===== src/rtl/cook_sequencer.sv =====
// Microwave cook-cycle controller: keypad mm:ss entry in BCD, one-second countdown
// from a clock prescaler, magnetron enable in COOK and a timed beeper in DONE.
module cook_sequencer #(
  parameter int CLK_PER_SEC    = 100,
  parameter int DONE_BEEP_SECS = 3
) (
  input  logic        clock,
  input  logic        clear,
  input  logic        door_closed,
  input  logic        start,
  input  logic        stop,
  input  logic        key_valid,
  input  logic [3:0]  key_digit,
  output logic [15:0] disp_bcd,
  output logic        mag_on,
  output logic        beep,
  output logic [2:0]  state
);

  typedef enum logic [2:0] {
    IDLE  = 3'd0,
    ENTRY = 3'd1,
    COOK  = 3'd2,
    PAUSE = 3'd3,
    DONE  = 3'd4
  } state_t;

  localparam int PW = (CLK_PER_SEC > 1) ? $clog2(CLK_PER_SEC) : 1;
  localparam int BW = $clog2(DONE_BEEP_SECS + 1);
  localparam logic [PW-1:0] PRESC_MAX = PW'(CLK_PER_SEC - 1);
  localparam logic [BW-1:0] BEEP_LAST = BW'(DONE_BEEP_SECS - 1);

  state_t        st;
  logic [PW-1:0] presc;
  logic [BW-1:0] beep_cnt;
  logic          start_q;

  logic          start_edge;
  logic          can_start;
  logic          key_ok;
  logic          tick;
  logic [PW-1:0] presc_next;
  logic [15:0]   dec_bcd;

  // One-second countdown step; sec_tens reloads with 5, other digits with 9.
  function automatic logic [15:0] bcd_dec(input logic [15:0] v);
    logic [3:0] so, stn, mo, mt;
    so  = v[3:0];
    stn = v[7:4];
    mo  = v[11:8];
    mt  = v[15:12];
    if (so != 4'd0) begin
      so = so - 4'd1;
    end else begin
      so = 4'd9;
      if (stn != 4'd0) begin
        stn = stn - 4'd1;
      end else begin
        stn = 4'd5;
        if (mo != 4'd0) begin
          mo = mo - 4'd1;
        end else begin
          mo = 4'd9;
          mt = mt - 4'd1;
        end
      end
    end
    return {mt, mo, stn, so};
  endfunction

  assign start_edge = start && !start_q;
  assign can_start  = start_edge && door_closed && (disp_bcd != 16'h0000);
  assign key_ok     = key_valid && (key_digit <= 4'd9);
  assign tick       = (presc == PRESC_MAX);
  assign presc_next = tick ? '0 : presc + 1'b1;
  assign dec_bcd    = bcd_dec(disp_bcd);

  assign state  = st;
  assign mag_on = (st == COOK);
  assign beep   = (st == DONE);

  always_ff @(posedge clock) begin
    if (clear) begin
      st       <= IDLE;
      disp_bcd <= 16'h0000;
      presc    <= '0;
      beep_cnt <= '0;
      start_q  <= 1'b0;
    end else begin
      start_q <= start;
      case (st)
        IDLE, ENTRY: begin
          // Stop outranks keys even in IDLE, where it otherwise does nothing.
          if (stop) begin
            if (st == ENTRY) begin
              st       <= IDLE;
              disp_bcd <= 16'h0000;
            end
          end else if (st == ENTRY && can_start) begin
            st    <= COOK;
            presc <= '0;
          end else if (key_ok) begin
            disp_bcd <= {disp_bcd[11:0], key_digit};
            st       <= ENTRY;
          end
        end
        COOK: begin
          if (stop || !door_closed) begin
            st <= PAUSE;
          end else begin
            presc <= presc_next;
            if (tick) begin
              disp_bcd <= dec_bcd;
              if (dec_bcd == 16'h0000) begin
                st       <= DONE;
                presc    <= '0;
                beep_cnt <= '0;
              end
            end
          end
        end
        PAUSE: begin
          if (stop) begin
            st       <= IDLE;
            disp_bcd <= 16'h0000;
          end else if (can_start) begin
            st <= COOK;
          end
        end
        DONE: begin
          if (stop) begin
            st <= IDLE;
          end else begin
            presc <= presc_next;
            if (tick) begin
              if (beep_cnt == BEEP_LAST) begin
                st <= IDLE;
              end else begin
                beep_cnt <= beep_cnt + 1'b1;
              end
            end
          end
        end
        default: st <= IDLE;
      endcase
    end
  end

endmodule


===== config.mk =====
export PLATFORM = sky130hd
export DESIGN_NAME = cook_sequencer
export DESIGN_NICKNAME = d
export VERILOG_FILES = /design/src/rtl/cook_sequencer.sv
export SDC_FILE = /design/constraint.sdc
export NUM_CORES = 1
export LEC_CHECK = 0
export CAP_MARGIN = 20
export CORE_MARGIN = 2
export CORE_UTILIZATION = 30
export CTS_CLUSTER_SIZE = 8
export DETAILED_ROUTE_END_ITERATION = 6
export HOLD_SLACK_MARGIN = 0.08
export SYNTH_ARGS = -nofsm -noshare
export SYNTH_HDL_FRONTEND = slang
export SYNTH_SLANG_ARGS = --single-unit

===== constraint.sdc =====
create_clock -name clock -period 3.1 [get_ports clock]
set_input_delay 0.775 -clock clock [delete_from_list [all_inputs] [get_ports clock]]
set_output_delay 0.775 -clock clock [all_outputs]
set_load 0.05 [all_outputs]

==> results of run 1 <==
cell usage after synthesis, drive strengths merged, types with 2 or more instances:
| master | n | share of area (%) |
|---|---|---|
| a211oi | 4 | 1.7 |
| a21boi | 2 | 0.75 |
| a21oi | 21 | 5.2 |
| a221oi | 6 | 2.9 |
| a22o | 2 | 0.87 |
| a2bb2oi | 2 | 1.2 |
| a311oi | 2 | 0.87 |
| buf | 5 | 2.8 |
| clkbuf | 13 | 2.4 |
| dfxtp | 29 | 29 |
| ha | 4 | 2.5 |
| inv | 12 | 2.2 |
| mux2i | 4 | 2.0 |
| nand2 | 16 | 3.0 |
| nand2b | 6 | 1.9 |
| nand3 | 8 | 2.0 |
| nand3b | 3 | 1.1 |
| nand4 | 3 | 0.94 |
| nand4b | 3 | 2.1 |
| nor2 | 36 | 6.7 |
| nor2b | 5 | 1.6 |
| nor3 | 14 | 3.5 |
| nor4 | 2 | 1.4 |
| nor4b | 2 | 0.87 |
| o211ai | 2 | 0.75 |
| o21ai | 15 | 3.7 |
| o22ai | 2 | 0.62 |
| o31ai | 2 | 0.75 |
| o32ai | 5 | 2.6 |
| or3 | 7 | 2.2 |
| xnor2 | 2 | 0.87 |
per-layer routing:
metal,up-vias,track usage (%),part of all wire [%]
met4,0,6.494,2.5
met3,13,3.080,3.5
li1,1013,-,-
met5,-,0,0
met2,46,24.86,46
met1,962,20.18,48
area by class of cell:
class | count | share of cell area (%)
inverters | 12 | 1.785
clock inverters | 1 | 1.190
flip-flops and latches | 29 | 23.00
well taps | 77 | 3.818
clock buffers | 7 | 3.421
multi-input cells | 198 | 50.62
repair buffers | 43 | 16.16
worst paths after layout:
path                            start                        end
max             state[2]$_SDFFE_PP0P_                       beep
min             presc[1]$_SDFFE_PP0P_      presc[1]$_SDFFE_PP0P_
max reg2reg  disp_bcd[4]$_SDFFE_PP0P_  disp_bcd[14]$_SDFFE_PP0P_
min reg2reg     presc[1]$_SDFFE_PP0P_      presc[1]$_SDFFE_PP0P_
registers in the layout, indices dropped and copies added (netlist names):
signal and count:
beep_cnt 2, disp_bcd 16, presc 7, start_q 1, state 3
where the power goes:
part | internal [W] | switching [W] | total [W]
sequential | 0.000389 | 0.0000290 | 0.000418
combinational | 0.000129 | 0.000199 | 0.000328
clock | 0.000262 | 0.000148 | 0.000410
total | 0.000780 | 0.000376 | 0.00116
metrics by stage:
step                setup WS, ns  area [um^2]  cells
global placement          0.2995         2407    359
finish                    0.2049         2524    367
floorplan                 0.4564         2008    257
global route              0.1363         2524    367
CTS                       0.1838         2524    367
detailed placement        0.2030         2407    359
critical path, delay by kind of cell (launching register included):
family | cells | cell delay (ns)
and+or+nand+nor | 1 | 0.40
DFF | 1 | 0.57
buffers and inverters | 1 | 0.87
logic make-up (layout without fill, tap and decap cells):
logic type               Yosys count  in the layout  synth area share [%]
AND/OR/NAND/NOR                  113            113                 30.67
XOR/XNOR                           2              2                0.8746
AO/OA/AOI/OAI                     74             74                 26.92
multiplexers                       5              5                 2.561
flip-flops                        29             29                 28.98
adder cells (fa/ha/maj)            4              4                 2.499
buffers and inverters             30             63                 7.495
==> reports/qor.csv, run 1 <==
metric;value;unit
die_w;85.72;um
holdPathStages;2;
grt_overflow_total;0;
drive_gt1_share;11.38;%
cts_buffer_depth;2;
cts_tree;done;
antenna_found_initial;0;
die_area;0.007347;mm^2
tns;0;ns
power.density;458.2;mW/mm^2
async_flop_share;0;%
required;2.32;ns
ir_drop;0.0001981;V
slowest_delay;0.87;ns
arrival;2.12;ns
nets;303;
endpoint_kind;output pin;
synth_cells;257;
grt_pass1_wl;9.163;mm
syn_nets;271;
first_pass_iters;4;
mostFrequentLayoutCells;36 x nor2_1, 29 x dfxtp_1, 29 x clkdlybuf4s50_1;
drt-total-wl;5.448;mm
drt.antenna.violating_nets;0;
root_buffer;clkbuf_8;
max_freq;345.4;MHz
num_vias;2034;
cts_hold_buffers;0;
synthesis.area;0.002003;mm^2
yosysSeqAreaShare;28.98;%
fin_skew;0.007435;ns
utilization;39.52;%
synth_seq_cells;29;
drc_errors;0;
reg2reg_slack;0.58;ns
min_period;2.895;ns
clkLatencyLatePin;0.28;ns
outcome;finished clean;
grt_pass1_vias;1875;
maxCapViolations;0;
ios;31;
wl_per_cell;14.84;um
clk_pin_slew;0.06;ns
cts.repair.resized;0;
synth-edff-count;0;
p_leak;0.8901;nW
hold_viol;0;
hold_class;reg2reg;
cts_buffers;5;
rows;29;
hpwl;3.946;mm
place_congestion;0.8572;
track_usage;15.46;%
multi_input_area;0.001277;mm^2
numPortBuffers;30;
drt_iter0_markers;125;
ff_latch_area;580.6;um^2
layout_commonest_cell;nor2_1;
crit_fanout;10;
ys_types;57;
start_kind;flop;
power;0.001156;W
htree_num_levels;2;
synth.avg_cell_area;7.794;um^2
rsz0062_at_grt;false;
syn_to_final_growth;25.98;%
critical_path.cell_chain;nor3b_2, clkdlybuf4s50_1;
synth_ff_type;dfxtp_1;
core;0.006386;mm^2
diodes;0;
worstMarginPinSlew;0.6034;ns
drv_slew;0;
die_h;85.72;um
fin_hold_ws;0.4747;ns
slew_headroom;59.65;%
grt_max_degree;20;
cts_setup_buffers;0;
slowest_stage;clkdlybuf4s50_1;
setup_viol;0;
crit_type;reg2out;
period_share;93.39;%
ys_warn_count;0;
nFillCells;672;
ff2ff_path_depth;7;
initial_core_util;31.37;%
via_per_inst;5.542;
clock-sinks;29;
No activity file was read; power rests on OpenSTA's default activity.
==> run 2: changes to the inputs <==
- SETUP_SLACK_MARGIN: not set -> 0.5
==> reports/qor.csv, run 2 (synthesized netlist as in run 1, its figures left out) <==
metric;value;unit;change
crit_fanout;11;;was 10
critical_path.cell_chain;clkdlybuf4s50_1;;was nor3b_2, clkdlybuf4s50_1
cts_hold_buffers;0;;unchanged
num_vias;2043;;was 2,034
ios;31;;unchanged
r2r-end;presc[5]$_SDFFE_PP0P_;;was disp_bcd[14]$_SDFFE_PP0P_
layout_commonest_cell;nor2_1;;unchanged
htree_num_levels;2;;unchanged
cts_buffers;5;;unchanged
cts_setup_buffers;0;;unchanged
hold_class;reg2reg;;unchanged
clkLatencyLatePin;0.29;ns;was 0.28 ns
tns;0;ns;unchanged
maxCapViolations;0;;unchanged
worstSetupPathDepth;1;;was 2
slew_headroom;59.22;%;was 59.65%
power.density;438.9;mW/mm^2;was 458.2 mW/mm^2
drive_gt1_share;12.46;%;was 11.38%
die_w;85.72;um;unchanged
drc_errors;0;;unchanged
track_usage;15.22;%;was 15.46%
wl_per_cell;14.90;um;was 14.84 um
grt_max_degree;20;;unchanged
setup_viol;0;;unchanged
start_kind;flop;;unchanged
antenna_found_initial;0;;unchanged
grt_pass1_wl;9.018;mm;was 9.163 mm
slowest_delay;0.88;ns;was 0.87 ns
clock-sinks;29;;unchanged
grt_overflow_total;0;;unchanged
nets;302;;was 303
fin_hold_ws;0.4737;ns;was 0.4747 ns
p_leak;0.9112;nW;was 0.8901 nW
place_congestion;0.8293;;was 0.8572
required;2.32;ns;about the same
power;0.001109;W;was 0.001156 W
die_h;85.72;um;unchanged
syn_to_final_growth;26.11;%;was 25.98%
fin_cells;366;;was 367
reg2reg_slack;0.66;ns;was 0.58 ns
utilization;39.56;%;was 39.52%
drt.antenna.violating_nets;0;;unchanged
hpwl;3.810;mm;was 3.946 mm
rsz0062_at_grt;false;;unchanged
worstMarginPinSlew;0.6076;ns;was 0.6034 ns
via_per_inst;5.582;;was 5.542
clk_pin_slew;0.07;ns;was 0.06 ns
slowest_stage;clkdlybuf4s50_1;;unchanged
min_period;2.507;ns;was 2.895 ns
drt_iter0_markers;204;;was 125
ir_drop;0.0002075;V;was 0.0001981 V
first_pass_iters;6;;was 4
cp_top_family;buffers and inverters;;unchanged
die_area;0.007347;mm^2;unchanged
period_share;80.87;%;was 93.39%
outcome;finished clean;;unchanged
root_buffer;clkbuf_8;;unchanged
cts.repair.resized;1;;was 0
drv_slew;0;;unchanged
ff2ff_path_depth;6;;was 7
cts_buffer_depth;2;;unchanged
drt-total-wl;5.454;mm;was 5.448 mm
r2r-start;disp_bcd[1]$_SDFFE_PP0P_;;was disp_bcd[4]$_SDFFE_PP0P_
cts_tree;done;;unchanged
timing.critical_path.to;state[0];;was beep
cp-startpoint;state[0]$_SDFFE_PP0P_;;was state[2]$_SDFFE_PP0P_
numPortBuffers;30;;unchanged
dp_cells;358;;was 359
endpoint_kind;output pin;;unchanged
regMostFlops;disp_bcd;;unchanged
grt_pass1_vias;1917;;was 1,875
arrival;1.73;ns;was 2.12 ns
crit_buf_inv;1;;unchanged
crit_type;reg2out;;unchanged
rows;29;;unchanged
diodes;0;;unchanged
initial_core_util;31.37;%;unchanged
largest_reg_flops;16;;unchanged
holdPathStages;2;;unchanged
hold_viol;0;;unchanged
mostFrequentLayoutCells;36 x nor2_1, 28 x dfxtp_1, 27 x clkdlybuf4s50_1;;was 36 x nor2_1, 29 x dfxtp_1, 29 x clkdlybuf4s50_1
core;0.006386;mm^2;unchanged
fin_skew;0.001982;ns;was 0.007435 ns
max_freq;398.9;MHz;was 345.4 MHz
## run 2: final cells by class
cell class	count	area (um^2)
clock inverters	1	5.005
flip-flops and latches	29	581.8
inverters	12	45.04
clock buffers	7	96.34
repair buffers	42	405.4
multi-input cells	198	1296
fillers	653	3860
well taps	77	96.34
## run 2: metal layers
layer / share of wire (%) / global-route usage, % / vias up / routed length [um]
met4: 1.6 / 5.195 / 0 / 89
li1: - / - / 1011 / -
met5: 0 / 0 / - / 0
met1: 48 / 19.94 / 978 / 2596
met3: 5.3 / 3.561 / 9 / 288
met2: 45 / 24.57 / 45 / 2479
## run 2: per-stage QoR
step	instance area, um^2	worst slack, ns
3_3_place_gp	2407	0.3373
4_1_cts	2507	0.5183
5_1_grt	2526	0.5002
2_1_floorplan	2016	0.5170
3_5_place_dp	2407	0.3073
6_report	2526	0.5932
## run 2: worst min path at each step
| stage | startpoint | slack [ns] | to |
|---|---|---|---|
| floorplan | presc[1]$_SDFFE_PP0P_ | 0.45 | presc[1]$_SDFFE_PP0P_ |
| global placement | beep_cnt[1]$_SDFFE_PP0P_ | 0.46 | beep_cnt[1]$_SDFFE_PP0P_ |
| detailed placement | presc[1]$_SDFFE_PP0P_ | 0.47 | presc[1]$_SDFFE_PP0P_ |
| CTS | presc[1]$_SDFFE_PP0P_ | 0.48 | presc[1]$_SDFFE_PP0P_ |
| global route | beep_cnt[1]$_SDFFE_PP0P_ | 0.49 | beep_cnt[1]$_SDFFE_PP0P_ |
| finish | presc[1]$_SDFFE_PP0P_ | 0.47 | presc[1]$_SDFFE_PP0P_ |
## run 2: power by group
group	switching (W)	internal, W
clock network	0.000160	0.000201
logic	0.000195	0.000129
registers	0.0000349	0.000389
==> run 3: changes to the inputs <==
- clock period: 3.1 -> 2.4 ns (I/O delays scaled with it)
==> reports/qor.csv, run 3 (synthesized netlist as in run 1, its figures left out) <==
metric;value;unit;change
start_kind;flop;;unchanged
p_leak;1.214;nW;was 0.9112 nW
regMostFlops;disp_bcd;;unchanged
htree_num_levels;2;;unchanged
clkLatencyLatePin;0.29;ns;about the same
drive_gt1_share;39.22;%;was 12.46%
drt_iter0_markers;144;;was 204
place_congestion;0.8382;;was 0.8293
outcome;finished clean;;unchanged
syn_to_final_growth;52.15;%;was 26.11%
drt-total-wl;6.381;mm;was 5.454 mm
min_period;2.122;ns;
cts_hold_buffers;0;;unchanged
clock-sinks;29;;unchanged
slew_headroom;67.03;%;was 59.22%
numPortBuffers;30;;unchanged
fin_cells;411;;was 366
via_per_inst;5.387;;was 5.582
die_area;0.007347;mm^2;unchanged
grt_pass1_vias;2069;;was 1,917
power.density;524.2;mW/mm^2;was 438.9 mW/mm^2
layout_commonest_cell;buf_4;;was nor2_1
grt_overflow_total;0;;unchanged
setup_viol;0;;unchanged
cts_tree;done;;unchanged
slowest_stage;a2111o_1;;was clkdlybuf4s50_1
crit_type;reg2reg;;was reg2out
root_buffer;clkbuf_8;;unchanged
diodes;0;;unchanged
initial_core_util;31.37;%;unchanged
cts_buffer_depth;2;;unchanged
rows;29;;unchanged
finalInstanceArea;0.003048;mm^2;was 0.002526 mm^2
largest_reg_flops;16;;unchanged
drt.antenna.violating_nets;0;;unchanged
ios;31;;unchanged
hold_class;reg2reg;;unchanged
maxCapViolations;0;;unchanged
cts_buffers;5;;unchanged
required;2.57;ns;was 2.32 ns
rsz0062_at_grt;true;;was false
grt_max_degree;37;;was 20
wl_per_cell;15.53;um;was 14.90 um
drv_slew;0;;unchanged
multi_input_area;0.001460;mm^2;was 0.001296 mm^2
clk_pin_slew;0.07;ns;about the same
ff_latch_area;605.6;um^2;was 581.8 um^2
endpoint_kind;flop;;was output pin
slowest_delay;0.44;ns;was 0.88 ns
die_w;85.72;um;unchanged
grt_pass1_wl;9.942;mm;was 9.018 mm
period_share;88.41;%;
ir_drop;0.0002721;V;was 0.0002075 V
arrival;2.29;ns;was 1.73 ns
die_h;85.72;um;unchanged
track_usage;16.93;%;was 15.22%
hold_viol;0;;unchanged
core;0.006386;mm^2;unchanged
first_pass_iters;4;;was 6
critical_path.cell_chain;nor4_4, and4_4, nand4b_4, a2111o_1, buf_12, a221oi_4, a211oi_2;;was clkdlybuf4s50_1
worstMarginPinSlew;0.4965;ns;was 0.6076 ns
crit_fanout;18;;was 11
mostFrequentLayoutCells;49 x buf_4, 34 x nor2_1, 17 x a21oi_1, 17 x dfxtp_1, 15 x nand2_1;;was 36 x nor2_1, 28 x dfxtp_1, 27 x clkdlybuf4s50_1
num_vias;2214;;was 2,043
reg2reg_slack;0.28;ns;was 0.66 ns
nets;347;;was 302
antenna_found_initial;0;;unchanged
dp_cells;380;;was 358
place_area;0.002631;mm^2;was 0.002407 mm^2
nFillCells;612;;was 653
drc_errors;0;;unchanged
max_freq;471.3;MHz;
fin_skew;0.006729;ns;was 0.001982 ns
hpwl;4.129;mm;was 3.810 mm
run 3: cell count changes in the layout (fill, tap and decap cells not counted), moves of 3 or more:
cell and delta:
a21oi_1 -4, a21oi_2 +4, a221oi_1 -3, buf_4 +38
buf_6 +5, clkbuf_2 +7, clkdlybuf4s15_2 +4, clkdlybuf4s50_1 -21
dfxtp_1 -11, dfxtp_2 +7, dfxtp_4 +4, dlygate4sd2_1 +8
o21ai_0 -6, o21ai_1 +4
run 3: power by group:
group	switching [W]	total, W	internal, W
clock network	0.000205	0.000464	0.000259
logic	0.000326	0.000602	0.000276
registers	0.0000297	0.000531	0.000502
total	0.000561	0.00160	0.00104
run 3: cell type report:
cell class	instances	area share [%]
Multi-Input combinational cell	198	47.91
Sequential cell	29	19.87
Inverter	12	1.478
Timing Repair Buffer	87	24.26
Clock buffer	7	3.161
Tap cell	77	3.161
Clock inverter	1	0.1642
run 3: layer usage:
layer	global-route usage (%)	routed length [um]	part of all wire, %
met3	4.042	297	4.7
met5	0	0	0
met4	7.359	173	2.7
met1	23.21	2980	47
met2	25.28	2929	46
run 3: final timing paths:
kind / startpoint / endpoint / cells after the start
max reg2reg: disp_bcd[0]$_SDFFE_PP0P_ / disp_bcd[13]$_SDFFE_PP0P_ / 7
max: disp_bcd[0]$_SDFFE_PP0P_ / disp_bcd[13]$_SDFFE_PP0P_ / 7
min reg2reg: beep_cnt[1]$_SDFFE_PP0P_ / beep_cnt[1]$_SDFFE_PP0P_ / 2
min: beep_cnt[1]$_SDFFE_PP0P_ / beep_cnt[1]$_SDFFE_PP0P_ / 2
run 3: critical path: cells and delay by family (launching register included):
kind | cells | cell delay (ns)
simple gates | 3 | 0.76
buf+inv | 1 | 0.18
compound gates | 3 | 0.70
flops | 1 | 0.35
run 3: metrics by stage:
step / TNS (ns) / hold slack [ns] / setup slack [ns] / total power [W] / util [%]
CTS: 0 / 0.4805 / 0.2175 / 0.001547 / 45.49
global placement: -2.077 / 0.4587 / -0.2068 / 0.001022 / 41.20
finish: 0 / 0.4772 / 0.2781 / 0.001598 / 47.73
floorplan: -0.09526 / 0.4491 / -0.02850 / 0.0008672 / -
detailed placement: -2.651 / 0.4704 / -0.2484 / 0.001024 / 41.20
global route: 0 / 0.5052 / 0.1710 / 0.001677 / 47.73
run 3: repair_timing:
item / CTS / global route
pin swaps: 12 / 13
endpoints found under the setup margin: 49 / 38
setup buffers: 13 / 9
gates resized for setup: 58 / 36
gates cloned: 1 / 0
